===== src/rtl/pipe_ctrl_pkg.sv =====
// Shared types and constants for the pipeline stall/flush sequencer.
package pipe_ctrl_pkg;

  typedef enum logic [1:0] {
    RUN      = 2'd0,
    D_REFILL = 2'd1,
    I_REFILL = 2'd2,
    REPLAY   = 2'd3
  } hz_state_t;

  localparam int unsigned XZR = 31;

endpackage


===== src/rtl/pipeline_hazard_ctrl_sat_counter.sv =====
// Saturating up-counter with synchronous clear and asynchronous active-low reset.
module sat_counter #(
  parameter int unsigned W = 8
) (
  input  logic         clk_i,
  input  logic         rst_ni,
  input  logic         clr_i,
  input  logic         en_i,
  output logic [W-1:0] cnt_o
);

  logic [W-1:0] cnt_q, cnt_d;

  always_comb begin
    cnt_d = cnt_q;
    if (clr_i) begin
      cnt_d = '0;
    end else if (en_i && (cnt_q != '1)) begin
      cnt_d = cnt_q + W'(1);
    end
  end

  always_ff @(posedge clk_i or negedge rst_ni) begin
    if (!rst_ni) begin
      cnt_q <= '0;
    end else begin
      cnt_q <= cnt_d;
    end
  end

  assign cnt_o = cnt_q;

endmodule


===== src/rtl/pipeline_hazard_ctrl.sv =====
// Stall/flush sequencer for the five-stage core: cache-miss refill handshake,
// load-use bubbles, taken-branch flushes and a saturating stall-cycle counter.
module pipeline_hazard_ctrl #(
  parameter int unsigned REFILL_TIMEOUT = 255,
  parameter int unsigned CNT_W          = 32,
  parameter int unsigned XZR            = pipe_ctrl_pkg::XZR
) (
  input  logic             clk,
  input  logic             rst_n,
  input  logic             imem_hit,
  input  logic             dmem_req,
  input  logic             dmem_hit,
  input  logic             refill_done,
  input  logic             idex_mem_read,
  input  logic [4:0]       idex_rd,
  input  logic [4:0]       ifid_rn,
  input  logic [4:0]       ifid_rm,
  input  logic             branch_taken,
  output logic             pc_en,
  output logic             ifid_en,
  output logic             idex_en,
  output logic             exmem_en,
  output logic             memwb_en,
  output logic             ifid_flush,
  output logic             idex_flush,
  output logic             exmem_flush,
  output logic             refill_req,
  output logic             refill_is_data,
  output logic             refill_err,
  output logic [CNT_W-1:0] stall_cycles
);
  import pipe_ctrl_pkg::hz_state_t;
  import pipe_ctrl_pkg::RUN;
  import pipe_ctrl_pkg::D_REFILL;
  import pipe_ctrl_pkg::I_REFILL;
  import pipe_ctrl_pkg::REPLAY;

  localparam int unsigned WAIT_W = $clog2(REFILL_TIMEOUT + 1);

  hz_state_t         state_q, state_d;
  logic              err_q, err_d;
  logic [WAIT_W-1:0] wait_cnt;
  logic              in_refill, timeout, dmiss, load_use;

  assign dmiss     = dmem_req & ~dmem_hit;
  assign load_use  = idex_mem_read && (idex_rd != 5'(XZR)) &&
                     ((idex_rd == ifid_rn) || (idex_rd == ifid_rm));
  assign in_refill = (state_q == D_REFILL) || (state_q == I_REFILL);
  // wait_cnt holds the number of completed refill cycles, so the last allowed one is TIMEOUT-1
  assign timeout   = in_refill && !refill_done &&
                     ((32'(wait_cnt) + 32'd1) == REFILL_TIMEOUT);
  assign err_d     = err_q | timeout;

  sat_counter #(.W(WAIT_W)) u_wait_cnt (
    .clk_i  (clk),
    .rst_ni (rst_n),
    .clr_i  (!in_refill),
    .en_i   (in_refill),
    .cnt_o  (wait_cnt)
  );

  sat_counter #(.W(CNT_W)) u_stall_cnt (
    .clk_i  (clk),
    .rst_ni (rst_n),
    .clr_i  (1'b0),
    .en_i   (!pc_en),
    .cnt_o  (stall_cycles)
  );

  always_ff @(posedge clk or negedge rst_n) begin
    if (!rst_n) begin
      state_q <= RUN;
      err_q   <= 1'b0;
    end else begin
      state_q <= state_d;
      err_q   <= err_d;
    end
  end

  always_comb begin
    state_d = state_q;
    case (state_q)
      RUN: begin
        if (dmiss)                           state_d = D_REFILL;
        else if (!branch_taken && !imem_hit) state_d = I_REFILL;
      end
      D_REFILL: begin
        if (refill_done)  state_d = REPLAY;
        else if (timeout) state_d = RUN;
      end
      I_REFILL: if (refill_done || timeout) state_d = RUN;
      REPLAY:   state_d = RUN;
      default:  state_d = RUN;
    endcase
  end

  // Reset forces the pass-through pattern regardless of live inputs.
  always_comb begin
    pc_en          = 1'b1;
    ifid_en        = 1'b1;
    idex_en        = 1'b1;
    exmem_en       = 1'b1;
    memwb_en       = 1'b1;
    ifid_flush     = 1'b0;
    idex_flush     = 1'b0;
    exmem_flush    = 1'b0;
    refill_req     = 1'b0;
    refill_is_data = 1'b0;
    if (rst_n) begin
      case (state_q)
        RUN: begin
          if (dmiss) begin
            {pc_en, ifid_en, idex_en, exmem_en, memwb_en} = '0;
          end else if (branch_taken) begin
            {ifid_flush, idex_flush, exmem_flush} = '1;
          end else if (!imem_hit || load_use) begin
            pc_en      = 1'b0;
            ifid_en    = 1'b0;
            idex_flush = 1'b1;
          end
        end
        D_REFILL: begin
          refill_req     = 1'b1;
          refill_is_data = 1'b1;
          {pc_en, ifid_en, idex_en, exmem_en, memwb_en} = '0;
        end
        I_REFILL: begin
          refill_req = 1'b1;
          pc_en      = 1'b0;
          ifid_en    = 1'b0;
          idex_flush = 1'b1;
          if (dmiss) {idex_en, exmem_en, memwb_en} = '0;
        end
        REPLAY: {pc_en, ifid_en, idex_en, exmem_en, memwb_en} = '0;
        default: ;
      endcase
    end
  end

  assign refill_err = err_q;

endmodule


===== config.mk =====
export PLATFORM = sky130hd
export DESIGN_NAME = pipeline_hazard_ctrl
export DESIGN_NICKNAME = d
export VERILOG_FILES = /design/src/rtl/pipe_ctrl_pkg.sv /design/src/rtl/pipeline_hazard_ctrl_sat_counter.sv /design/src/rtl/pipeline_hazard_ctrl.sv
export SDC_FILE = /design/constraint.sdc
export NUM_CORES = 1
export LEC_CHECK = 0
export CORE_AREA = 4 4 77 79
export DETAILED_ROUTE_END_ITERATION = 7
export DIE_AREA = 0 0 81 83
export GPL_TIMING_DRIVEN = 0
export PLACE_DENSITY = 0.92
export SETUP_SLACK_MARGIN = 0.5
export SLEW_MARGIN = 25
export SYNTH_ARGS = -nofsm -noshare
export SYNTH_HDL_FRONTEND = slang
export SYNTH_HIERARCHICAL = 1
export SYNTH_SLANG_ARGS = --single-unit

===== constraint.sdc =====
create_clock -name clk -period 3.7 [get_ports clk]
set_input_delay 0.74 -clock clk [delete_from_list [all_inputs] [get_ports clk]]
set_output_delay 0.74 -clock clk [all_outputs]
set_load 0.02 [all_outputs]

==> impl_results.rst, run 1 <==
.. list-table::
   :header-rows: 1

   * - Metric
     - Value
   * - Status
     - finished clean
   * - TritonCTS clock tree
     - yes
   * - Largest fanout on the critical path
     - 10
   * - Multiplexer share of the synthesized area
     - 0.04039
   * - Die area
     - a little under 7000 µm²
   * - Most used flip-flop cell after synthesis
     - sky130_fd_sc_hd__dfrtp_1
   * - Number of antenna violations at the first check in global routing
     - 0
   * - Mean instance size in the synthesized netlist
     - between 9 and 10 µm²
   * - Site row count
     - 27
   * - Clk sinks
     - 43
   * - Dominant combinational cell family by area after synthesis
     - simple AND/OR/NAND/NOR gates
   * - Post-route clock skew
     - 0.009382 ns
   * - Synthesized-area fraction occupied by xor and xnor cells
     - 0.07226
   * - Core Region
     - about 5300 µm²
   * - Worst min path class
     - in2async
   * - Category of cells accounting for the largest share of critical-path delay
     - simple AND/OR/NAND/NOR gates
   * - Average detailed-routed wire length per instance
     - 16.01 µm
   * - Synthesized netlist cell count
     - about 310
   * - Via count of the first global-routing pass
     - roughly 2700
   * - Synthesized-area fraction occupied by adder cells
     - 0.03142
   * - Synthesized-area fraction occupied by ao, oa, aoi and oai cells
     - 0.1320
   * - EDFF count, synth
     - 0
   * - Clock slew seen by the registers of the worst setup and hold paths
     - ~0.080 ns
   * - # Max-Cap Violations
     - 0
   * - Count of fill cells added during filler insertion
     - 408
   * - Area added between synthesis and finish
     - 34.87%
   * - Leak
     - about 1.6 nW
   * - Biggest area contributors in the synthesized netlist
     - sky130_fd_sc_hd__dfrtp_1 39%, sky130_fd_sc_hd__xnor2_1 4.4%, sky130_fd_sc_hd__nor2_1 4.0%
   * - Width of the die
     - roughly 80 µm
   * - DRC violations left
     - 0
   * - Vias
     - about 2700
   * - Number of pins exceeding their max-slew limit in the final report
     - 0
   * - Count of buffering cells on the critical path with inverters included
     - 3
   * - Delay of the slowest cell on the worst path
     - around 0.41 ns
   * - Clock network latency to the later pin of the worst-skew pair
     - 0.30 ns
   * - Maximum VDD drop
     - approximately 0.24 mV
   * - Final hold violation count
     - 0
   * - First-pass GRT wire length
     - between 10000 and 15000 µm
   * - Data required time of the critical path
     - roughly 4 ns
   * - Sum of routed wire length over all layers
     - 7333 µm
   * - Overall power after layout
     - about 1.2 mW
   * - Share of flip-flops with an asynchronous set or reset after synthesis
     - 1.000
   * - Post-CTS Hold Buffers
     - 0
   * - Yosys top cell by area
     - sky130_fd_sc_hd__dfrtp_1
   * - Type of element capturing the critical path
     - flop
   * - Overall die height
     - slightly above 80 µm
   * - Number of synthesized register bits
     - 43
   * - Final RePlAce weighted congestion
     - 0.8846
   * - I/O pin total
     - 66
   * - Final HPWL DP
     - slightly above 5000 µm
   * - Multi-input logic area
     - between 1500 and 2000 µm²
   * - Unrepaired setup endpoints after global routing
     - yes
   * - Startpoint type of the worst setup path
     - input pin
   * - Largest net degree at the start of global routing
     - 34
   * - Yosys top cell area share
     - 0.3860
   * - Overall overflow remaining after global route
     - 0
   * - Distinct cells, synth
     - 57
   * - Post-DRT Antenna Nets
     - 0
   * - Diodes inserted
     - 0
   * - Post-Synth Simple-Gate Area
     - 0.2953
   * - Total power divided by cell area
     - 325.4 nW/µm²
   * - Ordered cell list for the critical path
     - clkdlybuf4s50_1 -> xor2_1 -> nor3_1 -> nand3_1 -> a21oi_2 -> o211a_1 -> and3_4 -> nand4_1 -> a21o_1 -> buf_6 -> buf_4 -> or3_1 -> a21oi_1
   * - Finish-stage setup viols
     - 0
   * - Min Tclk post-route
     - roughly 3.1 ns
   * - TritonCTS buffer count
     - 5
   * - Via density per instance
     - 5.819
   * - CP Data Arrival Time
     - ~3.4 ns
   * - Setup_tns
     - 0 ns
   * - Yosys warnings
     - 6
   * - Tightest Pin Transition
     - about 0.65 ns
   * - Starting Density
     - 0.5223
   * - First DRT Iteration DRCs
     - 226
   * - Most frequent cells in the layout
     - 50 x sky130_fd_sc_hd__clkdlybuf4s50_1, 43 x sky130_fd_sc_hd__dfrtp_1, 30 x sky130_fd_sc_hd__nor2_1, 18 x sky130_fd_sc_hd__nand3_1, 18 x sky130_fd_sc_hd__nand2_1
   * - Ratio of cells with drive above 1 in the final layout
     - 0.1477
   * - Overall routing resource usage
     - 0.2235
   * - CTS HTree Levels
     - 2
   * - Worst hold slack
     - 0.3648 ns
   * - Slew headroom
     - 0.5627
   * - End-of-flow core utilization
     - 0.7044
   * - Achievable frequency
     - between 300 and 400 MHz
   * - Clock tree root buffer cell
     - sky130_fd_sc_hd__clkbuf_8
   * - Area taken by flip-flops and latches
     - roughly 1100 µm²
   * - First-pass DRT Iterations
     - 4
   * - Critical path start-end classification
     - in2reg
   * - Netlist Area Pre-Place
     - roughly 2800 µm²
   * - Layout net count
     - around 420
   * - Cell type of the slowest stage on the worst timing path
     - sky130_fd_sc_hd__clkdlybuf4s50_1
   * - Register area share after synthesis
     - 0.3860
   * - Commonest non-fill, non-tap cell in the layout
     - sky130_fd_sc_hd__clkdlybuf4s50_1
   * - Input/output buffers
     - 65
   * - Maximum count of clock buffers along a single path
     - 2
   * - Share of the cycle needed by the critical path after routing
     - 0.8465
repair_timing:
item / in CTS / in global routing
setup endpoints to repair: 15 / 12
setup buffers: 3 / 0
gates cloned: 0 / 1
gates resized for setup: 19 / 20
pin swaps: 4 / 11
sequential cells by signal (all words and copies together), names as in the netlist:
signal             flops
refill_err             1
state_q                2
u_stall_cnt/cnt_o     32
u_wait_cnt/cnt_o       8
cells in the mapped netlist, types with 2 or more instances:
master / instances
sky130_fd_sc_hd__o31ai_1: 4
sky130_fd_sc_hd__nor4_2: 2
sky130_fd_sc_hd__or4_1: 4
sky130_fd_sc_hd__mux2_2: 6
sky130_fd_sc_hd__ha_1: 7
sky130_fd_sc_hd__a211oi_1: 6
sky130_fd_sc_hd__nand2_2: 2
sky130_fd_sc_hd__o21ai_0: 6
sky130_fd_sc_hd__nor2_1: 30
sky130_fd_sc_hd__xnor2_1: 14
sky130_fd_sc_hd__a31oi_1: 3
sky130_fd_sc_hd__and2_1: 5
sky130_fd_sc_hd__xor2_1: 9
sky130_fd_sc_hd__o211a_1: 2
sky130_fd_sc_hd__buf_4: 5
sky130_fd_sc_hd__buf_2: 2
sky130_fd_sc_hd__a21o_1: 3
sky130_fd_sc_hd__inv_1: 12
sky130_fd_sc_hd__mux2i_1: 3
sky130_fd_sc_hd__nand4_1: 9
sky130_fd_sc_hd__nor3_1: 8
sky130_fd_sc_hd__or3_1: 5
sky130_fd_sc_hd__a21oi_1: 16
sky130_fd_sc_hd__nor4_1: 5
sky130_fd_sc_hd__a31o_2: 2
sky130_fd_sc_hd__o21bai_1: 2
sky130_fd_sc_hd__a21boi_0: 2
sky130_fd_sc_hd__nand2b_1: 6
sky130_fd_sc_hd__nor2b_1: 7
sky130_fd_sc_hd__nand2_1: 18
sky130_fd_sc_hd__and4_1: 2
sky130_fd_sc_hd__dfrtp_1: 43
sky130_fd_sc_hd__nand3_1: 18
sky130_fd_sc_hd__clkbuf_1: 5
sky130_fd_sc_hd__and3_1: 10
routing by layer:
metal | GRT usage | vias up | share of wire
met1 | 0.2764 | 1288 | 0.40
li1 | - | 1257 | -
met4 | 0.09677 | 0 | 0.025
met2 | 0.3659 | 95 | 0.51
met5 | 0 | - | 0
met3 | 0.05315 | 25 | 0.068
worst reg2reg max path, stage by stage, from the launching register on:
cell	delay [ns]
sky130_fd_sc_hd__dfrtp_1	0.39
sky130_fd_sc_hd__inv_1	0.10
sky130_fd_sc_hd__ha_1	0.23
sky130_fd_sc_hd__nand3_1	0.12
sky130_fd_sc_hd__o211a_1	0.21
sky130_fd_sc_hd__and3_4	0.21
sky130_fd_sc_hd__nand4_1	0.09
sky130_fd_sc_hd__a21o_1	0.22
sky130_fd_sc_hd__buf_6	0.15
sky130_fd_sc_hd__buf_4	0.17
sky130_fd_sc_hd__or3_1	0.33
sky130_fd_sc_hd__a21oi_1	0.15
worst paths after layout:
kind	from	endpoint	slack (ns)	cells after the start
worst min register to register	refill_err	refill_err	0.50	1
worst max register to register	state_q[0]	u_stall_cnt/cnt_o[13]	1.27	11
min in group clk	refill_err	refill_err	0.50	1
max in group asynchronous	rst_n	u_wait_cnt/cnt_o[2]	2.82	2
worst max-delay path	ifid_rm[4]	u_stall_cnt/cnt_o[13]	0.57	13
worst min-delay path	rst_n	u_stall_cnt/cnt_o[11]	0.36	1
kinds of logic (layout without fill, tap and decap cells):
| family | Yosys count | count (layout) |
|---|---|---|
| xor+xnor | 23 | 23 |
| flops | 43 | 43 |
| compound gates | 53 | 53 |
| simple gates | 143 | 143 |
| buf+inv | 25 | 103 |
| fa+ha+maj | 7 | 7 |
| mux | 10 | 10 |
| other cells | 1 | 4 |
power breakdown:
part	switching (mW)	internal (mW)	leakage (nW)	total (mW)
Sequential	0.0284	0.493	0.594	0.522
Clock	0.161	0.132	0.0412	0.293
Combinational	0.224	0.185	0.982	0.409
metrics by stage:
stage	std cells	worst slack (ns)	instance area, µm²
floorplan	308	0.7966	2799
global placement	445	-0.9908	3540
detailed placement	446	-0.1880	3555
CTS	457	0.5052	3695
global route	458	0.4917	3760
finish	458	0.5680	3760
cell type report:
cell class                 count  share of cell area
clock buffer                   6             0.01930
timing repair buffer          70              0.1854
tap                           72             0.02396
multi-input combinational    240              0.4496
sequential                    43              0.2862
buffer                        12             0.01930
inverter                      13             0.01298
clock inverter                 2            0.003328
Note: power is estimated with default switching activity, not from simulation.
==> inputs of run 2 (changes only) <==
--- a/config.mk
+++ b/config.mk
@@ -5,11 +5,11 @@
 export SDC_FILE = /design/constraint.sdc
 export NUM_CORES = 1
 export LEC_CHECK = 0
-export CORE_AREA = 4 4 77 79
+export CORE_AREA = 4 4 84 86
 export DETAILED_ROUTE_END_ITERATION = 7
-export DIE_AREA = 0 0 81 83
+export DIE_AREA = 0 0 88 90
 export GPL_TIMING_DRIVEN = 0
-export PLACE_DENSITY = 0.92
+export PLACE_DENSITY = 0.83
 export SETUP_SLACK_MARGIN = 0.5
 export SLEW_MARGIN = 25
 export SYNTH_ARGS = -nofsm -noshare
==> constraint.sdc (replaced) <==
create_clock -name clk -period 2.8 [get_ports clk]
set_input_delay 0.56 -clock clk [delete_from_list [all_inputs] [get_ports clk]]
set_output_delay 0.56 -clock clk [all_outputs]
set_load 0.02 [all_outputs]
==> impl_results.rst, run 2 (synthesized netlist as in run 1, its figures left out) <==
.. list-table::
   :header-rows: 1

   * - Metric
     - Value
   * - Placement-stage cell area
     - 3577 µm² (was 3555 µm²)
   * - Width of the die
     - 88 µm (was 81 µm)
   * - Overall overflow remaining after global route
     - 0 (unchanged)
   * - FF-to-FF setup slack
     - 0.46 ns (was 1.27 ns)
   * - Ratio of cells with drive above 1 in the final layout
     - 0.2778 (was 0.1477)
   * - Share of the cycle needed by the critical path after routing
     - 0.9073
   * - Die area
     - 7920 µm² (was 6723 µm²)
   * - R2R Path Start
     - u_stall_cnt/cnt_o[0] (was state_q[0])
   * - Overall die height
     - 90 µm (was 83 µm)
   * - Worst hold slack
     - 0.1797 ns (was 0.3648 ns)
   * - Finish-stage setup viols
     - 0 (unchanged)
   * - Area taken by flip-flops and latches
     - 1076 µm² (unchanged)
   * - Post-route worst setup slack
     - 0.2597 ns (was 0.5680 ns)
   * - First-pass DRT Iterations
     - 4 (unchanged)
   * - Final HPWL DP
     - 5132 µm (was 5168 µm)
   * - Overall power after layout
     - 1.850 mW (was 1.224 mW)
   * - Via count of the first global-routing pass
     - 2728 (was 2674)
   * - # Max-Cap Violations
     - 0 (unchanged)
   * - Vias
     - 2738 (was 2665)
   * - Flip-flop count of the largest register, all copies and words added
     - 32 (unchanged)
   * - Min Tclk post-route
     - 2.540 ns
   * - I/O pin total
     - 66 (unchanged)
   * - Number of antenna violations at the first check in global routing
     - 0 (unchanged)
   * - Leak
     - 1.699 nW (was 1.618 nW)
   * - Critical path start-end classification
     - in2reg (unchanged)
   * - Area added between synthesis and finish
     - 43.31% (was 34.87%)
   * - Largest fanout on the critical path
     - 5 (was 10)
   * - Diodes inserted
     - 0 (unchanged)
   * - Input/output buffers
     - 65 (unchanged)
   * - Sum of routed wire length over all layers
     - 8044 µm (was 7333 µm)
   * - Type of element capturing the critical path
     - flop (unchanged)
   * - Setup_tns
     - 0 ns (unchanged)
   * - Final RePlAce weighted congestion
     - 0.8522 (was 0.8846)
   * - Maximum VDD drop
     - 0.2796 mV (was 0.2436 mV)
   * - Average detailed-routed wire length per instance
     - 17.01 µm (was 16.01 µm)
   * - Overall routing resource usage
     - 0.1946 (was 0.2235)
   * - Critical Path Source
     - ifid_rm[0] (was ifid_rm[4])
   * - Clock network latency to the later pin of the worst-skew pair
     - 0.30 ns (about the same)
   * - Worst flop-to-flop path endpoint
     - u_stall_cnt/cnt_o[19] (was u_stall_cnt/cnt_o[13])
   * - Data required time of the critical path
     - 3.03 ns (was 3.93 ns)
   * - Post-route clock skew
     - 0.01028 ns (was 0.009382 ns)
   * - Number of pins exceeding their max-slew limit in the final report
     - 0 (unchanged)
   * - Clock tree root buffer cell
     - sky130_fd_sc_hd__clkbuf_8 (unchanged)
   * - Final hold violation count
     - 0 (unchanged)
   * - Clk sinks
     - 43 (unchanged)
   * - Multi-input logic area
     - 1828 µm² (was 1690 µm²)
   * - Non-filler cells in the finished layout
     - 473 (was 458)
   * - Core Region
     - 6277 µm² (was 5338 µm²)
   * - Startpoint type of the worst setup path
     - input pin (unchanged)
   * - Worst setup slack before clock tree synthesis
     - -0.6021 ns (was -0.1880 ns)
   * - Most frequent cells in the layout
     - 43 x sky130_fd_sc_hd__dfrtp_1, 35 x sky130_fd_sc_hd__clkdlybuf4s50_1, 30 x sky130_fd_sc_hd__nor2_1, 18 x sky130_fd_sc_hd__nand2_1, 16 x sky130_fd_sc_hd__buf_4 (was 50 x sky130_fd_sc_hd__clkdlybuf4s50_1, 43 x sky130_fd_sc_hd__dfrtp_1, 30 x sky130_fd_sc_hd__nor2_1, 18 x sky130_fd_sc_hd__nand3_1, 18 x sky130_fd_sc_hd__nand2_1)
   * - Maximum count of clock buffers along a single path
     - 2 (unchanged)
   * - Site row count
     - 29 (was 27)
   * - DRC violations left
     - 0 (unchanged)
   * - Post-DRT Antenna Nets
     - 0 (unchanged)
   * - Worst min path class
     - in2async (unchanged)
   * - Depth of the worst register-to-register path
     - 8 (was 11)
   * - DP Cell Count
     - 450 (was 446)
   * - TritonCTS clock tree
     - yes (unchanged)
   * - Clock slew seen by the registers of the worst setup and hold paths
     - 0.09 ns (was 0.08 ns)
   * - Post-Layout Inst Area
     - 3995 µm² (was 3760 µm²)
   * - Layout net count
     - 425 (was 415)
   * - CTS HTree Levels
     - 2 (unchanged)
   * - Total power divided by cell area
     - 463.0 nW/µm² (was 325.4 nW/µm²)
   * - Unrepaired setup endpoints after global routing
     - yes (unchanged)
   * - Tightest Pin Transition
     - 1.069 ns (was 0.6505 ns)
   * - Largest net degree at the start of global routing
     - 51 (was 34)
   * - Commonest non-fill, non-tap cell in the layout
     - sky130_fd_sc_hd__dfrtp_1 (was sky130_fd_sc_hd__clkdlybuf4s50_1)
   * - Starting Density
     - 0.4441 (was 0.5223)
   * - End-of-flow core utilization
     - 0.6364 (was 0.7044)
   * - TritonCTS buffer count
     - 5 (unchanged)
   * - Slew headroom
     - 0.2812 (was 0.5627)
   * - CP Data Arrival Time
     - 2.77 ns (was 3.36 ns)
   * - Via density per instance
     - 5.789 (was 5.819)
   * - Achievable frequency
     - just under 400 MHz
   * - First DRT Iteration DRCs
     - 225 (was 226)
   * - Status
     - finished clean (unchanged)
   * - Count of fill cells added during filler insertion
     - 510 (was 408)
   * - First-pass GRT wire length
     - 12640 µm (was 12130 µm)
run 2: worst max-delay path by stage:
stage	slack (ns)	end
floorplan	0.26	u_stall_cnt/cnt_o[23]
global placement	-1.53	u_stall_cnt/cnt_o[21]
finish	0.26	u_stall_cnt/cnt_o[17]
global route	0.17	u_stall_cnt/cnt_o[21]
CTS	0.25	u_stall_cnt/cnt_o[23]
detailed placement	-0.60	u_stall_cnt/cnt_o[21]
run 2: cell type report:
type                    count  area share
multi-input cells         240      0.4576
inverters                  13     0.01221
clock inverters             2     0.01503
well taps                  77     0.02412
repair buffers             80      0.1845
clock buffers               6     0.01816
plain buffers              12     0.01910
flip-flops and latches     43      0.2693
run 2: worst max-delay path: stages:
cell and delay [ns]:
sky130_fd_sc_hd__dlygate4sd2_1 0.24, sky130_fd_sc_hd__xnor2_1 0.18, sky130_fd_sc_hd__nand3_1 0.13, sky130_fd_sc_hd__a21oi_2 0.18, sky130_fd_sc_hd__o211a_1 0.20, sky130_fd_sc_hd__and3_4 0.21, sky130_fd_sc_hd__nand4_1 0.08, sky130_fd_sc_hd__a21o_1 0.21
sky130_fd_sc_hd__buf_6 0.15, sky130_fd_sc_hd__buf_4 0.13, sky130_fd_sc_hd__or3_4 0.34, sky130_fd_sc_hd__a21oi_2 0.15
run 2: report_power, final:
part | internal [mW] | leakage, nW | total, mW | switching, mW
clock | 0.356 | 0.0654 | 0.566 | 0.209
combinational | 0.277 | 1.04 | 0.597 | 0.319
sequential | 0.652 | 0.594 | 0.687 | 0.0355
total | 1.29 | 1.70 | 1.85 | 0.564
run 2: metal layers:
layer  up-vias  track usage  routed length (µm)
li1       1273            -                   -
met2       119       0.3172                3807
met5         -            0                   0
met4         0      0.07417                 220
met1      1322       0.2457                3312
met3        24      0.04662                 702
run 2: repair_timing:
item | 4_1_cts | 5_1_grt
hold buffers | 0 | 0
gates cloned | 1 | 0
endpoints found under the setup margin | 41 | 37
pin swaps | 20 | 16
setup buffers | 9 | 5
resized for setup | 100 | 42
==> inputs of run 3 (changes only) <==
--- a/config.mk
+++ b/config.mk
@@ -5,11 +5,11 @@
 export SDC_FILE = /design/constraint.sdc
 export NUM_CORES = 1
 export LEC_CHECK = 0
-export CORE_AREA = 4 4 84 86
+export CORE_AREA = 8 8 88 90
 export DETAILED_ROUTE_END_ITERATION = 7
-export DIE_AREA = 0 0 88 90
+export DIE_AREA = 0 0 96 98
 export GPL_TIMING_DRIVEN = 0
-export PLACE_DENSITY = 0.83
+export PLACE_DENSITY = 0.72
 export SETUP_SLACK_MARGIN = 0.5
 export SLEW_MARGIN = 25
 export SYNTH_ARGS = -nofsm -noshare
==> impl_results.rst, run 3 (synthesized netlist as in run 1, its figures left out) <==
.. list-table::
   :header-rows: 1

   * - Metric
     - Value
   * - Status
     - finished clean (unchanged)
   * - DRC violations left
     - 0 (unchanged)
   * - Clock tree root buffer cell
     - sky130_fd_sc_hd__clkbuf_8 (unchanged)
   * - Post-DRT Antenna Nets
     - 0 (unchanged)
   * - Achievable frequency
     - 383.3 MHz (was 393.7 MHz)
   * - Final RePlAce weighted congestion
     - 0.8150 (was 0.8522)
   * - Net switching power figure
     - 0.5805 mW (was 0.5641 mW)
   * - Via density per instance
     - 5.580 (was 5.789)
   * - Clock Power Share
     - 0.231 (was 0.306)
   * - Ratio of cells with drive above 1 in the final layout
     - 0.2702 (was 0.2778)
   * - Post-route clock skew
     - 0.01028 ns (about the same)
   * - Maximum count of clock buffers along a single path
     - 2 (unchanged)
   * - I/O pin total
     - 66 (unchanged)
   * - Delay of the slowest cell on the worst path
     - 0.42 ns (was 0.34 ns)
   * - Type of element capturing the critical path
     - flop (unchanged)
   * - CTS HTree Levels
     - 2 (unchanged)
   * - Count of fill cells added during filler insertion
     - 568 (was 510)
   * - Commonest non-fill, non-tap cell in the layout
     - sky130_fd_sc_hd__dfrtp_1 (unchanged)
   * - Finish-stage setup viols
     - 0 (unchanged)
   * - Maximum VDD drop
     - 0.2250 mV (was 0.2796 mV)
   * - Number of pins exceeding their max-slew limit in the final report
     - 0 (unchanged)
   * - Clock slew seen by the registers of the worst setup and hold paths
     - 0.09 ns (about the same)
   * - CP Data Arrival Time
     - 2.85 ns (was 2.77 ns)
   * - Slew headroom
     - 0.3867 (was 0.2812)
   * - TritonCTS clock tree
     - yes (unchanged)
   * - Cell type of the slowest stage on the worst timing path
     - sky130_fd_sc_hd__or4_4 (was sky130_fd_sc_hd__or3_4)
   * - Diodes inserted
     - 0 (unchanged)
   * - Input/output buffers
     - 65 (unchanged)
   * - Post-route worst setup slack
     - 0.1910 ns (was 0.2597 ns)
   * - Die area
     - 9408 µm² (was 7920 µm²)
   * - Sum of routed wire length over all layers
     - 7780 µm (was 8044 µm)
   * - P_int
     - 1.130 mW (was 1.286 mW)
   * - Overall die height
     - 98 µm (was 90 µm)
   * - Overall overflow remaining after global route
     - 0 (unchanged)
   * - Largest fanout on the critical path
     - 5 (unchanged)
   * - Worst hold slack
     - 0.1817 ns (was 0.1797 ns)
   * - Number of antenna violations at the first check in global routing
     - 0 (unchanged)
   * - Area added between synthesis and finish
     - 41.47% (was 43.31%)
   * - Min Tclk post-route
     - 2.609 ns (was 2.540 ns)
   * - Tightest Pin Transition
     - 0.9123 ns (was 1.069 ns)
   * - Share of the cycle needed by the critical path after routing
     - 0.9318 (was 0.9073)
   * - Unrepaired setup endpoints after global routing
     - yes (unchanged)
   * - Most frequent cells in the layout
     - 43 x sky130_fd_sc_hd__dfrtp_1, 36 x sky130_fd_sc_hd__clkdlybuf4s50_1, 30 x sky130_fd_sc_hd__nor2_1, 18 x sky130_fd_sc_hd__nand2_1, 17 x sky130_fd_sc_hd__buf_4 (was 43 x sky130_fd_sc_hd__dfrtp_1, 35 x sky130_fd_sc_hd__clkdlybuf4s50_1, 30 x sky130_fd_sc_hd__nor2_1, 18 x sky130_fd_sc_hd__nand2_1, 16 x sky130_fd_sc_hd__buf_4)
   * - Layout net count
     - 425 (unchanged)
   * - Proportion of power drawn by flip-flops and latches
     - 0.403 (was 0.372)
   * - Vias
     - 2656 (was 2738)
   * - Switch share
     - 0.3394 (was 0.3050)
   * - Via count of the first global-routing pass
     - 2712 (was 2728)
   * - Worst setup slack before clock tree synthesis
     - -0.6255 ns (was -0.6021 ns)
   * - Comb power frac
     - 0.367 (was 0.323)
   * - Ordered cell list for the critical path
     - buf_6 -> xor2_2 -> nor3_2 -> nand3_1 -> a21oi_2 -> o211a_1 -> and3_4 -> nand4_1 -> a21o_1 -> buf_6 -> buf_8 -> or4_4 -> a21oi_2 (was dlygate4sd2_1 -> xnor2_1 -> nand3_1 -> a21oi_2 -> o211a_1 -> and3_4 -> nand4_1 -> a21o_1 -> buf_6 -> buf_4 -> or3_4 -> a21oi_2)
   * - Placement-stage cell area
     - 3581 µm² (was 3577 µm²)
   * - Largest net degree at the start of global routing
     - 51 (unchanged)
   * - Final HPWL DP
     - 5369 µm (was 5132 µm)
   * - Core Region
     - 6494 µm² (was 6277 µm²)
   * - Starting Density
     - 0.4293 (was 0.4441)
   * - # Max-Cap Violations
     - 0 (unchanged)
   * - Width of the die
     - 96 µm (was 88 µm)
   * - Worst min path class
     - in2async (unchanged)
   * - First DRT Iteration DRCs
     - 97 (was 225)
   * - Total power divided by cell area
     - 433.7 nW/µm² (was 463.0 nW/µm²)
   * - Startpoint type of the worst setup path
     - input pin (unchanged)
   * - Leak
     - 1.667 nW (was 1.699 nW)
   * - Post-Layout Inst Area
     - 3944 µm² (was 3995 µm²)
   * - Critical path start-end classification
     - in2reg (unchanged)
   * - Average detailed-routed wire length per instance
     - 16.34 µm (was 17.01 µm)
   * - Final hold violation count
     - 0 (unchanged)
   * - Clock network latency to the later pin of the worst-skew pair
     - 0.30 ns (about the same)
   * - First-pass DRT Iterations
     - 4 (unchanged)
   * - Site row count
     - 30 (was 29)
   * - TritonCTS buffer count
     - 5 (unchanged)
   * - Post-CTS Hold Buffers
     - 0 (unchanged)
   * - Flip-flop count of the largest register, all copies and words added
     - 32 (unchanged)
   * - Clk sinks
     - 43 (unchanged)
   * - Overall routing resource usage
     - 0.1666 (was 0.1946)
   * - Data required time of the critical path
     - 3.04 ns (was 3.03 ns)
   * - First-pass GRT wire length
     - 12720 µm (was 12640 µm)
## run 3: cell count changes in the layout (fill, tap and decap cells not counted), sizes merged
cell / change
dlymetal6s2s: -1
clkbuf: +1
clkdlybuf4s50: +1
clkinv: +1
clkinvlp: +1
buf: -1
bufinv: -2
## run 3: worst paths after layout
kind                                    endpoint  cells past startpoint  slack, ns  startpoint
min in group clk                      refill_err                      1       0.49  refill_err
max                        u_stall_cnt/cnt_o[25]                     13       0.19  ifid_rm[4]
max reg2reg                u_stall_cnt/cnt_o[25]                     11       0.47  state_q[1]
min reg2reg                           refill_err                      1       0.49  refill_err
max in group asynchronous   u_stall_cnt/cnt_o[3]                      1       2.29       rst_n
min                          u_wait_cnt/cnt_o[1]                      1       0.18       rst_n
## run 3: routing by layer
layer | up-vias | track usage | wire [µm]
met1 | 1296 | 0.2012 | 3217
li1 | 1273 | - | -
met5 | - | 0 | 0
met3 | 9 | 0.04068 | 517
met2 | 78 | 0.2732 | 3916
met4 | 0 | 0.06509 | 128
## run 3: final cells by class
class / instances / area [µm²] / area share
multi-input cells: 240 / 1823 / 0.4622
flip-flops and latches: 43 / 1076 / 0.2728
repair buffers: 80 / 734.5 / 0.1862
well taps: 80 / 100.1 / 0.02538
plain buffers: 12 / 76.32 / 0.01935
clock buffers: 6 / 72.57 / 0.01840
inverters: 13 / 48.80 / 0.01237
clock inverters: 2 / 12.51 / 0.003173
## run 3: timing repair
| action | 4_1_cts | 5_1_grt |
|---|---|---|
| pin swaps | 19 | 12 |
| gates resized for setup | 106 | 30 |
| cloned | 1 | 0 |
| setup buffers | 8 | 6 |
| setup endpoints to repair | 41 | 31 |
## run 3: critical path: cells and delay by family
kind                      cells  cell delay [ns]
and+or+nand+nor               5             1.00
AOI/OAI and AO/OA             4             0.78
buffers and inverters         3             0.34
xor gates and xnor gates      1             0.16
## run 3: through the flow
step | utilization | TNS [ns] | total power [mW] | instances
2_1_floorplan | - | 0 | 1.046 | 308
3_3_place_gp | 0.5518 | -62.87 | 1.226 | 453
3_5_place_dp | 0.5514 | -10.57 | 1.243 | 453
4_1_cts | 0.5850 | 0 | 1.665 | 470
5_1_grt | 0.6073 | 0 | 1.823 | 476
6_report | 0.6073 | 0 | 1.710 | 476
## run 3: power groups by stage
stage / clock, mW / combinational, mW / sequential, mW
global route: 0.435 / 0.692 / 0.695
floorplan: 0 / 0.345 / 0.701
CTS: 0.407 / 0.567 / 0.691
global placement: 0 / 0.530 / 0.696
finish: 0.394 / 0.628 / 0.688
detailed placement: 0 / 0.543 / 0.700
